`config.mk`:
```
export PLATFORM = sky130hd
export DESIGN_NAME = mem_io_bridge_flat
export DESIGN_NICKNAME = d
export VERILOG_FILES = /design/src/rtl/mem_io_bridge_if.sv /design/src/rtl/mem_io_bridge.sv /design/src/flat_wrapper.sv
export SDC_FILE = /design/constraint.sdc
export NUM_CORES = 1
export LEC_CHECK = 0
export CAP_MARGIN = 20
export CORE_ASPECT_RATIO = 1.2
export CORE_MARGIN = 8
export CORE_UTILIZATION = 40
export DETAILED_ROUTE_END_ITERATION = 8
export PLACE_DENSITY_LB_ADDON = 0.15
export SLEW_MARGIN = 10
export SYNTH_ARGS = -nofsm -noshare
export SYNTH_HDL_FRONTEND = slang
export SYNTH_SLANG_ARGS = --single-unit
```
`constraint.sdc`:
```
create_clock -name clk -period 4.4 [get_ports clk]
set_clock_uncertainty 0.05 [all_clocks]
set_input_delay 1.1 -clock clk [delete_from_list [all_inputs] [get_ports clk]]
set_output_delay 1.1 -clock clk [all_outputs]
set_load 0.05 [all_outputs]
```
`src/rtl/mem_io_bridge_if.sv`:
```
// rtl/mem_io_bridge_if.sv - request/response channel between the SLC-3 control FSM and the memory bridge
//
// Purpose: bundles the single-outstanding memory request handshake and its
//          one-cycle response pulse.
// Signals:
//   req_valid  request present, held by the requester until accepted
//   req_we     1 = write, 0 = read
//   req_addr   16-bit word address (MAR)
//   req_wdata  16-bit write data (MDR)
//   req_ready  bridge idle; request accepted this cycle if req_valid
//   resp_valid one-cycle pulse: access complete
//   resp_rdata read data, valid with resp_valid on reads, otherwise holds
// Modports: master = control FSM (requester), slave = bridge.

interface mem_io_bridge_if;
   logic        req_valid;
   logic        req_we;
   logic [15:0] req_addr;
   logic [15:0] req_wdata;
   logic        req_ready;
   logic        resp_valid;
   logic [15:0] resp_rdata;

   modport master (
      output req_valid, req_we, req_addr, req_wdata,
      input  req_ready, resp_valid, resp_rdata
   );

   modport slave (
      input  req_valid, req_we, req_addr, req_wdata,
      output req_ready, resp_valid, resp_rdata
   );
endinterface

```
`src/rtl/mem_io_bridge.sv`:
```
// rtl/mem_io_bridge.sv - memory-access sequencer between SLC-3 control unit and synchronous BRAM
//
// Purpose: accepts one read/write at a time, sequences the BRAM through its
//          fixed read latency, returns a one-cycle response pulse, and
//          optionally decodes a memory-mapped switch/hex register.
// Optional feature: define MEM_IO_BRIDGE_MMIO_EN to decode MMIO_ADDR as the
//          I/O register (reads return sw_i, writes load hex_o). Without it
//          MMIO_ADDR is an ordinary BRAM word, hex_o is 0 and sw_i is unused.
// Parameters:
//   BRAM_LATENCY  cycles from bram_en to valid bram_rdata (1..4)
//   MMIO_ADDR     address of the I/O register
// Ports:
//   clk, reset    system clock, synchronous active-high reset
//   req           request/response channel (slave side)
//   bram_en/we    BRAM enable and write enable
//   bram_addr     BRAM word address (full 16 bits)
//   bram_wdata    BRAM write data
//   bram_rdata    BRAM registered read data
//   sw_i          board switches
//   hex_o         hex-display register

module mem_io_bridge #(
   parameter int          BRAM_LATENCY = 2,
   parameter logic [15:0] MMIO_ADDR    = 16'hFFFF
) (
   input  logic              clk,
   input  logic              reset,
   mem_io_bridge_if.slave    req,
   output logic              bram_en,
   output logic              bram_we,
   output logic [15:0]       bram_addr,
   output logic [15:0]       bram_wdata,
   input  logic [15:0]       bram_rdata,
   input  logic [15:0]       sw_i,
   output logic [15:0]       hex_o
);

   typedef enum logic [1:0] {IDLE, ISSUE, WAIT, DONE} state_t;

   // WAIT lasts BRAM_LATENCY cycles: counter counts BRAM_LATENCY-1 down to 0.
   localparam logic [1:0] CNT_LOAD = 2'(BRAM_LATENCY - 1);

   state_t      state, state_nx;
   logic [1:0]  cnt, cnt_nx;
   logic        lat_we;
   logic [15:0] lat_addr;
   logic [15:0] lat_wdata;
   logic [15:0] rdata_q;
   logic        is_mmio;

`ifdef MEM_IO_BRIDGE_MMIO_EN
   logic [15:0] hex_q;
   assign is_mmio = (lat_addr == MMIO_ADDR);
   assign hex_o   = hex_q;
`else
   logic unused_mmio;
   assign is_mmio     = 1'b0;
   assign hex_o       = 16'h0000;
   assign unused_mmio = ^{sw_i, MMIO_ADDR};
`endif

   always_ff @(posedge clk) begin
      if (reset) begin
         state     <= IDLE;
         cnt       <= 2'd0;
         lat_we    <= 1'b0;
         lat_addr  <= 16'h0000;
         lat_wdata <= 16'h0000;
         rdata_q   <= 16'h0000;
`ifdef MEM_IO_BRIDGE_MMIO_EN
         hex_q     <= 16'h0000;
`endif
      end else begin
         state <= state_nx;
         cnt   <= cnt_nx;
         if (state == IDLE && req.req_valid) begin
            lat_we    <= req.req_we;
            lat_addr  <= req.req_addr;
            lat_wdata <= req.req_wdata;
         end
         // BRAM output is valid in the last WAIT cycle; capture on DONE entry.
         if (state == WAIT && state_nx == DONE)
            rdata_q <= bram_rdata;
`ifdef MEM_IO_BRIDGE_MMIO_EN
         if (state == ISSUE && is_mmio) begin
            if (lat_we)
               hex_q <= lat_wdata;
            else
               rdata_q <= sw_i;
         end
`endif
      end
   end

   always_comb begin
      state_nx       = state;
      cnt_nx         = cnt;
      req.req_ready  = 1'b0;
      req.resp_valid = 1'b0;
      bram_en        = 1'b0;
      bram_we        = 1'b0;
      case (state)
         IDLE: begin
            req.req_ready = 1'b1;
            if (req.req_valid)
               state_nx = ISSUE;
         end
         ISSUE: begin
            bram_en = !is_mmio;
            bram_we = !is_mmio && lat_we;
            if (!lat_we && !is_mmio) begin
               state_nx = WAIT;
               cnt_nx   = CNT_LOAD;
            end else begin
               state_nx = DONE;
            end
         end
         WAIT: begin
            if (cnt == 2'd0)
               state_nx = DONE;
            else
               cnt_nx = cnt - 2'd1;
         end
         DONE: begin
            req.resp_valid = 1'b1;
            state_nx       = IDLE;
         end
         default: state_nx = IDLE;
      endcase
      // Reset aborts at once: no BRAM strobe and no response in the reset cycle.
      if (reset) begin
         bram_en        = 1'b0;
         bram_we        = 1'b0;
         req.resp_valid = 1'b0;
      end
   end

   assign bram_addr      = lat_addr;
   assign bram_wdata     = lat_wdata;
   assign req.resp_rdata = rdata_q;

endmodule

```
`src/flat_wrapper.sv`:
```
// flat-port wrapper written by rule: the top's interface ports become plain ports
module mem_io_bridge_flat 
#(
   parameter int          BRAM_LATENCY = 2,
   parameter logic [15:0] MMIO_ADDR    = 16'hFFFF
)
  (clk, reset, bram_en, bram_we, bram_addr, bram_wdata, bram_rdata, sw_i, hex_o, req_req_valid, req_req_we, req_req_addr, req_req_wdata, req_req_ready, req_resp_valid, req_resp_rdata);
  mem_io_bridge_if req_i ();
  input  logic clk;
  input  logic reset;
  output logic bram_en;
  output logic bram_we;
  output logic [15:0] bram_addr;
  output logic [15:0] bram_wdata;
  input  logic [15:0] bram_rdata;
  input  logic [15:0] sw_i;
  output logic [15:0] hex_o;
  input wire logic [$bits(req_i.req_valid)-1:0] req_req_valid;
  input wire logic [$bits(req_i.req_we)-1:0] req_req_we;
  input wire logic [$bits(req_i.req_addr)-1:0] req_req_addr;
  input wire logic [$bits(req_i.req_wdata)-1:0] req_req_wdata;
  output wire logic [$bits(req_i.req_ready)-1:0] req_req_ready;
  output wire logic [$bits(req_i.resp_valid)-1:0] req_resp_valid;
  output wire logic [$bits(req_i.resp_rdata)-1:0] req_resp_rdata;
  assign req_i.req_valid = req_req_valid;
  assign req_i.req_we = req_req_we;
  assign req_i.req_addr = req_req_addr;
  assign req_i.req_wdata = req_req_wdata;
  assign req_req_ready = req_i.req_ready;
  assign req_resp_valid = req_i.resp_valid;
  assign req_resp_rdata = req_i.resp_rdata;
  mem_io_bridge #(.BRAM_LATENCY(BRAM_LATENCY), .MMIO_ADDR(MMIO_ADDR)) u_core (.clk(clk), .reset(reset), .req(req_i), .bram_en(bram_en), .bram_we(bram_we), .bram_addr(bram_addr), .bram_wdata(bram_wdata), .bram_rdata(bram_rdata), .sw_i(sw_i), .hex_o(hex_o));
endmodule
```
# Word-level counts from Yosys, hierarchy flattened
# Cells that the tools add are included.
dict set report classes {
  addsub 1
  eq_ne 6
  n_reduce_logical 6
  mux 14
}
# cell n
set op_table {}
lappend op_table {{$mux 1} 8}
lappend op_table {{$mux 2} 4}
lappend op_table {{$pmux 2 s4} 1}
lappend op_table {{$eq 2x2->1 const B} 3}
lappend op_table {{$logic_not 2->1} 2}
lappend op_table {{$ne 2x2->1 const B} 2}
lappend op_table {{$pmux 2 s2} 1}
lappend op_table {{$reduce_and 3->1} 1}
lappend op_table {{$eq 2x1->1 const B} 1}
lappend op_table {{$logic_and 1x1->1} 2}
lappend op_table {{$reduce_bool 2->1} 1}
lappend op_table {{$sub 2x1->2 const B} 1}
dict set report totals {
  wordCells 33
  reg_bits 53
  output_inout_bits 68
}

# Logic depth before layout (Yosys ltp)
# Gate-level depths: netlist of the first run.
dict set report depth {
  ltp_word 5
  depth_mapped 7
  ltp_nobuf 5
}

# Worst setup path after synthesis of the first run
# Ideal clock, no wire load.
dict set report synth_path {
  path_type {in2out}
  startpoint {in reset}
  endpoint {out bram_we}
  required_ns 3.250
  t_arrival_ns 2.355
  path_stages 2
  n_path_buf 0
  setup_slack_ns 0.895
  path_cell_list {nor2b_1 > and2_1}
}
dict set report synth_between {
  elab_chain_cells 1
}
# element line_no
set synth_rtl {}
lappend synth_rtl {{from (decl)} flat_wrapper.sv:10} ;# input logic reset;
lappend synth_rtl {{$mux 1} mem_io_bridge.sv:131} ;# if (reset) begin
lappend synth_rtl {{to (decl)} flat_wrapper.sv:12} ;# output logic bram_we;
# No other way between the ends.

# Worst setup path after layout of the first run
# Same ends and word-level chain as after synthesis.

==> results.json, run 1 <==
{
  "yosys.area_share.simple_pct": 22.9,
  "worstHoldPathType": "reg -> reg",
  "post_synth_mux_area_share_pct": 7.52,
  "cts.path.max_buffers": 2,
  "synth-adder-area-share_pct": 2.74,
  "synth.avg_cell_area_sq_um": 8.60,
  "most_common_cell_after_layout_fill_and_taps_aside": "sky130_fd_sc_hd__clkdlybuf4s50_1",
  "setup_repair_after_global_routing_missed_its_margin": "false",
  "clkSlewWorstSetupHoldPaths_ns": 0.09,
  "die-area_sq_mm": 0.00838,
  "synth_area_sq_mm": 0.00228,
  "synth_cell_types": 25,
  "worst_slew_pin_slew_ns": 1.05,
  "placement.io_buffers": 103,
  "via_count_of_the_first_global_routing_pass": 1979,
  "p_leak_nw": 1.24,
  "cap_viol_max_count": 0,
  "grt.total_usage_pct": 14.2,
  "layout.cells.most_common_list": "102 x sky130_fd_sc_hd__clkdlybuf4s50_1, 69 x sky130_fd_sc_hd__nand2_1, 53 x sky130_fd_sc_hd__dfxtp_1",
  "final-setup-viol-count": 0,
  "status": "finished, final reports clean",
  "final_area_sq_mm": 0.00340,
  "firstDrtPassIters": 4,
  "cts_htree_levels": 2,
  "share_of_synthesized_area_occupied_by_flip_flops_and_latches_pct": 46.5,
  "fin_crit_ns": 3.55,
  "placement.cell_area_sq_mm": 0.00328,
  "grt_remaining_overflow": 0,
  "cells_resized_by_post_cts_repair": 0,
  "chipHeight_um": 98.7,
  "critical_setup_path_class": "in -> out",
  "final-max-slew-violation-count": 0,
  "core-area_sq_mm": 0.00559,
  "endpoint_kind": "output port",
  "first_iter_violations": 51,
  "critical_path_required_ns": 3.25,
  "post_cts_setup_repair_buffer_count": 0,
  "hold_fails_final_rpt": 0,
  "drt-wirelength-per-cell_um": 13.7,
  "placed_cells": 419,
  "layout_worst_path_cycle_share_pct": 80.8,
  "vias_per_cell": 4.57,
  "drt-total-wl_mm": 5.84,
  "warning_count_from_the_yosys_run": 0,
  "cts_buffers": 5,
  "design.portCount": 136,
  "initial_core_util_pct": 40.8,
  "clock_sink_count": 53,
  "clock_insertion_delay_worst_skew_ns": 0.30,
  "areaGrowthSynthToFinish_pct": 49.0,
  "power.density_mw_per_mm2": 546,
  "layout.cells.non_filler": 427,
  "vdd_drop_max_mv": 0.284,
  "antenna_found_initial": 0,
  "num_antenna_cells": 0,
  "postSynthCellCount": 265,
  "arrival_time_of_the_worst_setup_path_ns": 2.40,
  "post_route_cells_drive_above_1_share_pct": 4.68,
  "num_vias": 1953,
  "fp.dieW_um": 84.9,
  "place_congestion": 0.691,
  "synth-xor-area-share_pct": 0,
  "max-slew-margin-rel_pct": 29.7,
  "grt_max_degree": 56,
  "num-nets-final": 435,
  "drc": 0,
  "detailedPlacementHpwl_mm": 4.42,
  "synth.ff_latch_count": 53,
  "grt_first_pass_wirelength_mm": 9.76,
  "setup.worst_path.start_class": "input pin",
  "rows": 30,
  "tritoncts": "done",
  "max_freq_mhz": 281,
  "ctsRootBufferMaster": "sky130_fd_sc_hd__clkbuf_8",
  "cts_hold_repair.buffers": 0,
  "route.antenna.remaining_nets": 0,
  "largest_family_of_logic_cells_by_synthesized_area": "simple AND/OR/NAND/NOR gates",
  "path_max_fanout": 17,
  "setup-tns-final_ns": 0,
  "synth-compound-area-share_pct": 11.2
}
-- per-stage QoR --
step | setup WS [ns] | total power [mW] | util, % | hold slack (ns)
floorplan | 0.895 | 1.27 | - | 0.428
global placement | 0.850 | 1.52 | 58.6 | 0.390
detailed placement | 0.835 | 1.54 | 58.6 | 0.397
CTS | 0.843 | 1.89 | 60.7 | 0.411
global route | 0.789 | 1.97 | 60.7 | 0.435
finish | 0.847 | 1.85 | 60.7 | 0.406
-- final timing paths --
path / startpoint / end / slack [ns] / cells after the start
hold / removal: u_core.bram_wdata[4]$_SDFFE_PP0P_ / u_core.bram_wdata[4]$_SDFFE_PP0P_ / 0.41 / 2
hold reg to reg: u_core.bram_wdata[4]$_SDFFE_PP0P_ / u_core.bram_wdata[4]$_SDFFE_PP0P_ / 0.41 / 2
setup reg to reg: u_core.state[0]$_SDFF_PP0_ / u_core.req.resp_rdata[5]$_SDFFE_PP0P_ / 2.20 / 5
setup / recovery: reset / bram_we / 0.85 / 4
-- power breakdown --
part	internal (mW)	switching (mW)	total (mW)
clock	0.185	0.159	0.345
combinational	0.310	0.583	0.893
sequential	0.567	0.0494	0.617
-- worst max-delay path, cell delays in order --
cell and delay, ns:
sky130_fd_sc_hd__buf_2 0.18, sky130_fd_sc_hd__nor2b_1 0.15, sky130_fd_sc_hd__and2_1 0.15, sky130_fd_sc_hd__clkdlybuf4s50_1 0.82
-- synth_stat cells --
master / count / area [sq um]
sky130_fd_sc_hd__a211oi_1: 1 / 7.51
sky130_fd_sc_hd__a211oi_4: 1 / 20.0
sky130_fd_sc_hd__a21oi_1: 36 / 180
sky130_fd_sc_hd__a21oi_2: 1 / 8.76
sky130_fd_sc_hd__a221oi_1: 1 / 8.76
sky130_fd_sc_hd__a22o_1: 1 / 8.76
sky130_fd_sc_hd__and2_1: 2 / 12.5
sky130_fd_sc_hd__and2b_2: 1 / 8.76
sky130_fd_sc_hd__buf_4: 16 / 120
sky130_fd_sc_hd__buf_8: 1 / 15.0
sky130_fd_sc_hd__clkbuf_1: 14 / 52.6
sky130_fd_sc_hd__conb_1: 1 / 3.75
sky130_fd_sc_hd__dfxtp_1: 53 / 1060
sky130_fd_sc_hd__ha_1: 5 / 62.6
sky130_fd_sc_hd__inv_1: 4 / 15.0
sky130_fd_sc_hd__mux2_2: 1 / 11.3
sky130_fd_sc_hd__mux2i_1: 16 / 160
sky130_fd_sc_hd__nand2_1: 69 / 259
sky130_fd_sc_hd__nand2b_1: 32 / 200
sky130_fd_sc_hd__nor2b_1: 3 / 18.8
sky130_fd_sc_hd__nor3b_1: 2 / 15.0
sky130_fd_sc_hd__nor4b_1: 1 / 8.76
sky130_fd_sc_hd__o21ai_0: 1 / 5.00
sky130_fd_sc_hd__o21ai_2: 1 / 8.76
sky130_fd_sc_hd__o21bai_1: 1 / 7.51
-- metal layers --
metal | track usage, % | routed length (um)
met1 | 15.2 | 2470
met2 | 23.9 | 2730
met3 | 7.49 | 593
met4 | 3.71 | 52
met5 | 0 | 0
-- registers in the layout (all words and copies together), names as in the netlist --
| register | flops |
|---|---|
| u_core.bram_addr | 16 |
| u_core.bram_wdata | 16 |
| u_core.req.resp_rdata | 16 |
| u_core.cnt | 2 |
| u_core.state | 2 |
| u_core.lat_we | 1 |
-- final cells by class --
type                    count  area, sq um
fillers                   531         2200
clock inverters             2         37.5
multi-input cells         192         1070
well taps                  64         80.1
clock buffers               6         82.6
repair buffers            106         1050
flip-flops and latches     53         1060
inverters                   4         15.0
-- kinds of logic (layout without fill, tap and decap cells) --
kind of cell | count (synthesis) | count (layout)
AO/OA/AOI/OAI | 44 | 44
flip-flops | 53 | 53
multiplexers | 17 | 17
adder cells (fa/ha/maj) | 5 | 5
AND/OR/NAND/NOR | 110 | 110
other | 1 | 16
buffers and inverters | 35 | 118
Note: power is estimated with default switching activity, not from simulation.
==> run 2: changes to the inputs <==
--- a/config.mk
+++ b/config.mk
@@ -8,7 +8,7 @@
 export CAP_MARGIN = 20
 export CORE_ASPECT_RATIO = 1.2
 export CORE_MARGIN = 8
-export CORE_UTILIZATION = 40
+export CORE_UTILIZATION = 34
 export DETAILED_ROUTE_END_ITERATION = 8
 export PLACE_DENSITY_LB_ADDON = 0.15
 export SLEW_MARGIN = 10
==> constraint.sdc (replaced) <==
create_clock -name clk -period 3.2 [get_ports clk]
set_clock_uncertainty 0.05 [all_clocks]
set_input_delay 0.8 -clock clk [delete_from_list [all_inputs] [get_ports clk]]
set_output_delay 0.8 -clock clk [all_outputs]
set_load 0.05 [all_outputs]
==> run 2 against run 1 <==
Final area is 1.7% higher. Combinational power is 42% higher. Sequential share of layout area is 0.52 points lower. Sequential power is 38% higher. Critical path depth is 1 lower. First-iteration DRC count is 35% lower. Critical path type is now reg -> out. Critical endpoint is now req_req_ready.
==> results.json, run 2 (synthesis results as in run 1) <==
{
  "status": "finished, final reports clean",
  "num_vias": 1995,
  "final-max-slew-violation-count": 0,
  "num_antenna_cells": 0,
  "antenna_found_initial": 0,
  "vdd_drop_max_mv": 0.381,
  "drt-wirelength-per-cell_um": 13.4,
  "final-setup-viol-count": 0,
  "fp.dieW_um": 90.8,
  "chipHeight_um": 106,
  "grt.total_usage_pct": 12.3,
  "grt_first_pass_wirelength_mm": 9.82,
  "arrival_time_of_the_worst_setup_path_ns": 1.87,
  "crit_path_max_incr_delay_ns": 0.84,
  "post_route_cells_drive_above_1_share_pct": 6.28,
  "via_count_of_the_first_global_routing_pass": 2035,
  "layout_worst_path_cycle_share_pct": 85.1,
  "path_max_fanout": 5,
  "tritoncts": "done",
  "detailedPlacementHpwl_mm": 4.53,
  "worst-path-buf-inv": 2,
  "combinationalPowerShare_pct": 48.9,
  "critical-path-slowest-cell": "sky130_fd_sc_hd__clkdlybuf4s50_1",
  "regToRegStartpoint": "u_core.state[0]$_SDFF_PP0_",
  "r2r_end": "u_core.req.resp_rdata[13]$_SDFFE_PP0P_",
  "p_leak_nw": 1.27,
  "cts.path.max_buffers": 2,
  "areaGrowthSynthToFinish_pct": 51.5,
  "firstDrtPassIters": 4,
  "worstHoldPathType": "reg -> reg",
  "worst_slew_pin_slew_ns": 0.646,
  "clock_sink_count": 53,
  "grt_remaining_overflow": 0,
  "cts_buffers": 5,
  "endpoint_kind": "output port",
  "path_delay_family": "buffers and inverters",
  "critical_path_required_ns": 2.35,
  "clkSlewWorstSetupHoldPaths_ns": 0.09,
  "cellInternalPower_mw": 1.48,
  "layout.filler_cells": 601,
  "clock_power_share_pct": 18.3,
  "critical_path.cell_chain": "inv_1 -> ha_1 -> clkdlybuf4s50_1",
  "rows": 32,
  "hold_fails_final_rpt": 0,
  "setup-tns-final_ns": 0,
  "cap_viol_max_count": 0,
  "setup.worst_path.start_class": "flop",
  "layout.cells.most_common_list": "99 x sky130_fd_sc_hd__clkdlybuf4s50_1, 69 x sky130_fd_sc_hd__nand2_1, 53 x sky130_fd_sc_hd__dfxtp_1",
  "post_cts_setup_repair_buffer_count": 0,
  "route.antenna.remaining_nets": 0,
  "max_freq_mhz": 367,
  "r2r_setup_slack_ns": 1.10,
  "drt-total-wl_mm": 6.02,
  "hp-start": "u_core.bram_wdata[9]$_SDFFE_PP0P_",
  "setup_repair_after_global_routing_missed_its_margin": "false",
  "fin_crit_ns": 2.72,
  "switching_share_pct": 42.7,
  "first_iter_violations": 33,
  "worst_hold_path.endpoint": "u_core.bram_wdata[9]$_SDFFE_PP0P_",
  "design.portCount": 136,
  "most_common_cell_after_layout_fill_and_taps_aside": "sky130_fd_sc_hd__clkdlybuf4s50_1",
  "power.density_mw_per_mm2": 750,
  "critical_setup_path_class": "reg -> out",
  "grt_max_degree": 45,
  "share_seq_of_total_power_pct": 32.8,
  "preCtsSetupSlack_ns": 0.499,
  "r2r.worst_path.cells": 6,
  "total_switching_power_mw": 1.11,
  "hold-path-cell-count": 2,
  "initial_core_util_pct": 35.4,
  "post_route_setup_slack_ns": 0.475,
  "cts_htree_levels": 2,
  "multi_input_area_sq_mm": 0.00107,
  "sequential_cell_area_sq_mm": 0.00106,
  "clock_insertion_delay_worst_skew_ns": 0.30,
  "num-nets-final": 438,
  "core-area_sq_mm": 0.00645,
  "die-area_sq_mm": 0.00959,
  "cells_resized_by_post_cts_repair": 0,
  "ctsRootBufferMaster": "sky130_fd_sc_hd__clkbuf_8",
  "max-slew-margin-rel_pct": 56.8,
  "cts_hold_repair.buffers": 0,
  "place_congestion": 0.713,
  "drc": 0,
  "vias_per_cell": 4.42,
  "placement.io_buffers": 103
}
-- run 2: cell count changes in the layout (fill, tap and decap cells not counted) --
cell	delta
sky130_fd_sc_hd__buf_4	+4
sky130_fd_sc_hd__clkdlybuf4s50_1	-3
sky130_fd_sc_hd__buf_12	+1
sky130_fd_sc_hd__buf_6	+1
-- run 2: worst reg2reg max path, cell delays in order (launching register included) --
cell	delay, ns
sky130_fd_sc_hd__dfxtp_1	0.44
sky130_fd_sc_hd__inv_1	0.10
sky130_fd_sc_hd__ha_1	0.27
sky130_fd_sc_hd__nor3b_1	0.20
sky130_fd_sc_hd__a211oi_4	0.54
sky130_fd_sc_hd__buf_6	0.25
sky130_fd_sc_hd__mux2i_1	0.19
-- run 2: metrics by stage --
step	util, %	area (sq um)	power [mW]	hold WS [ns]	std cells
final	53.6	3450	2.59	0.407	451
after global routing	53.6	3450	2.74	0.428	451
after CTS	53.4	3440	2.63	0.410	450
after detailed placement	51.6	3320	2.14	0.396	442
after global placement	51.6	3320	2.12	0.390	442
after floorplan	-	2340	1.74	0.428	280
-- run 2: final cells by class --
type                            count  share of cell area (%)
Clock buffer                        6                    2.39
Clock inverter                      2                    1.09
Inverter                            4                   0.435
Multi-Input combinational cell    192                    31.0
Sequential cell                    53                    30.7
Tap cell                           85                    3.08
Timing Repair Buffer              109                    31.3
-- run 2: power groups by stage --
stage | clock network, mW | registers [mW] | logic, mW
after floorplan | 0 | 1.19 | 0.547
after global placement | 0 | 0.860 | 1.26
after detailed placement | 0 | 0.866 | 1.27
after CTS | 0.499 | 0.851 | 1.28
after global routing | 0.521 | 0.868 | 1.35
final | 0.474 | 0.850 | 1.27
-- run 2: worst max-delay path by stage --
| stage | endpoint | startpoint | slack, ns | depth (start not counted) |
|---|---|---|---|---|
| global placement | u_core.req.resp_rdata[2]$_SDFFE_PP0P_ | req_req_valid | 0.54 | 4 |
| CTS | req_req_ready | u_core.state[0]$_SDFF_PP0_ | 0.45 | 3 |
| global route | req_req_ready | u_core.state[0]$_SDFF_PP0_ | 0.38 | 3 |
| detailed placement | u_core.req.resp_rdata[0]$_SDFFE_PP0P_ | req_req_valid | 0.50 | 4 |
| floorplan | bram_we | reset | 0.30 | 2 |
| finish | req_req_ready | u_core.state[0]$_SDFF_PP0_ | 0.48 | 3 |
-- run 2: metal layers --
layer	up-vias	global-route usage [%]	routed length, um
met5	-	0	0
met3	6	8.30	826
met2	76	19.6	2640
met4	0	3.58	62
li1	1016	-	-
met1	897	12.9	2500
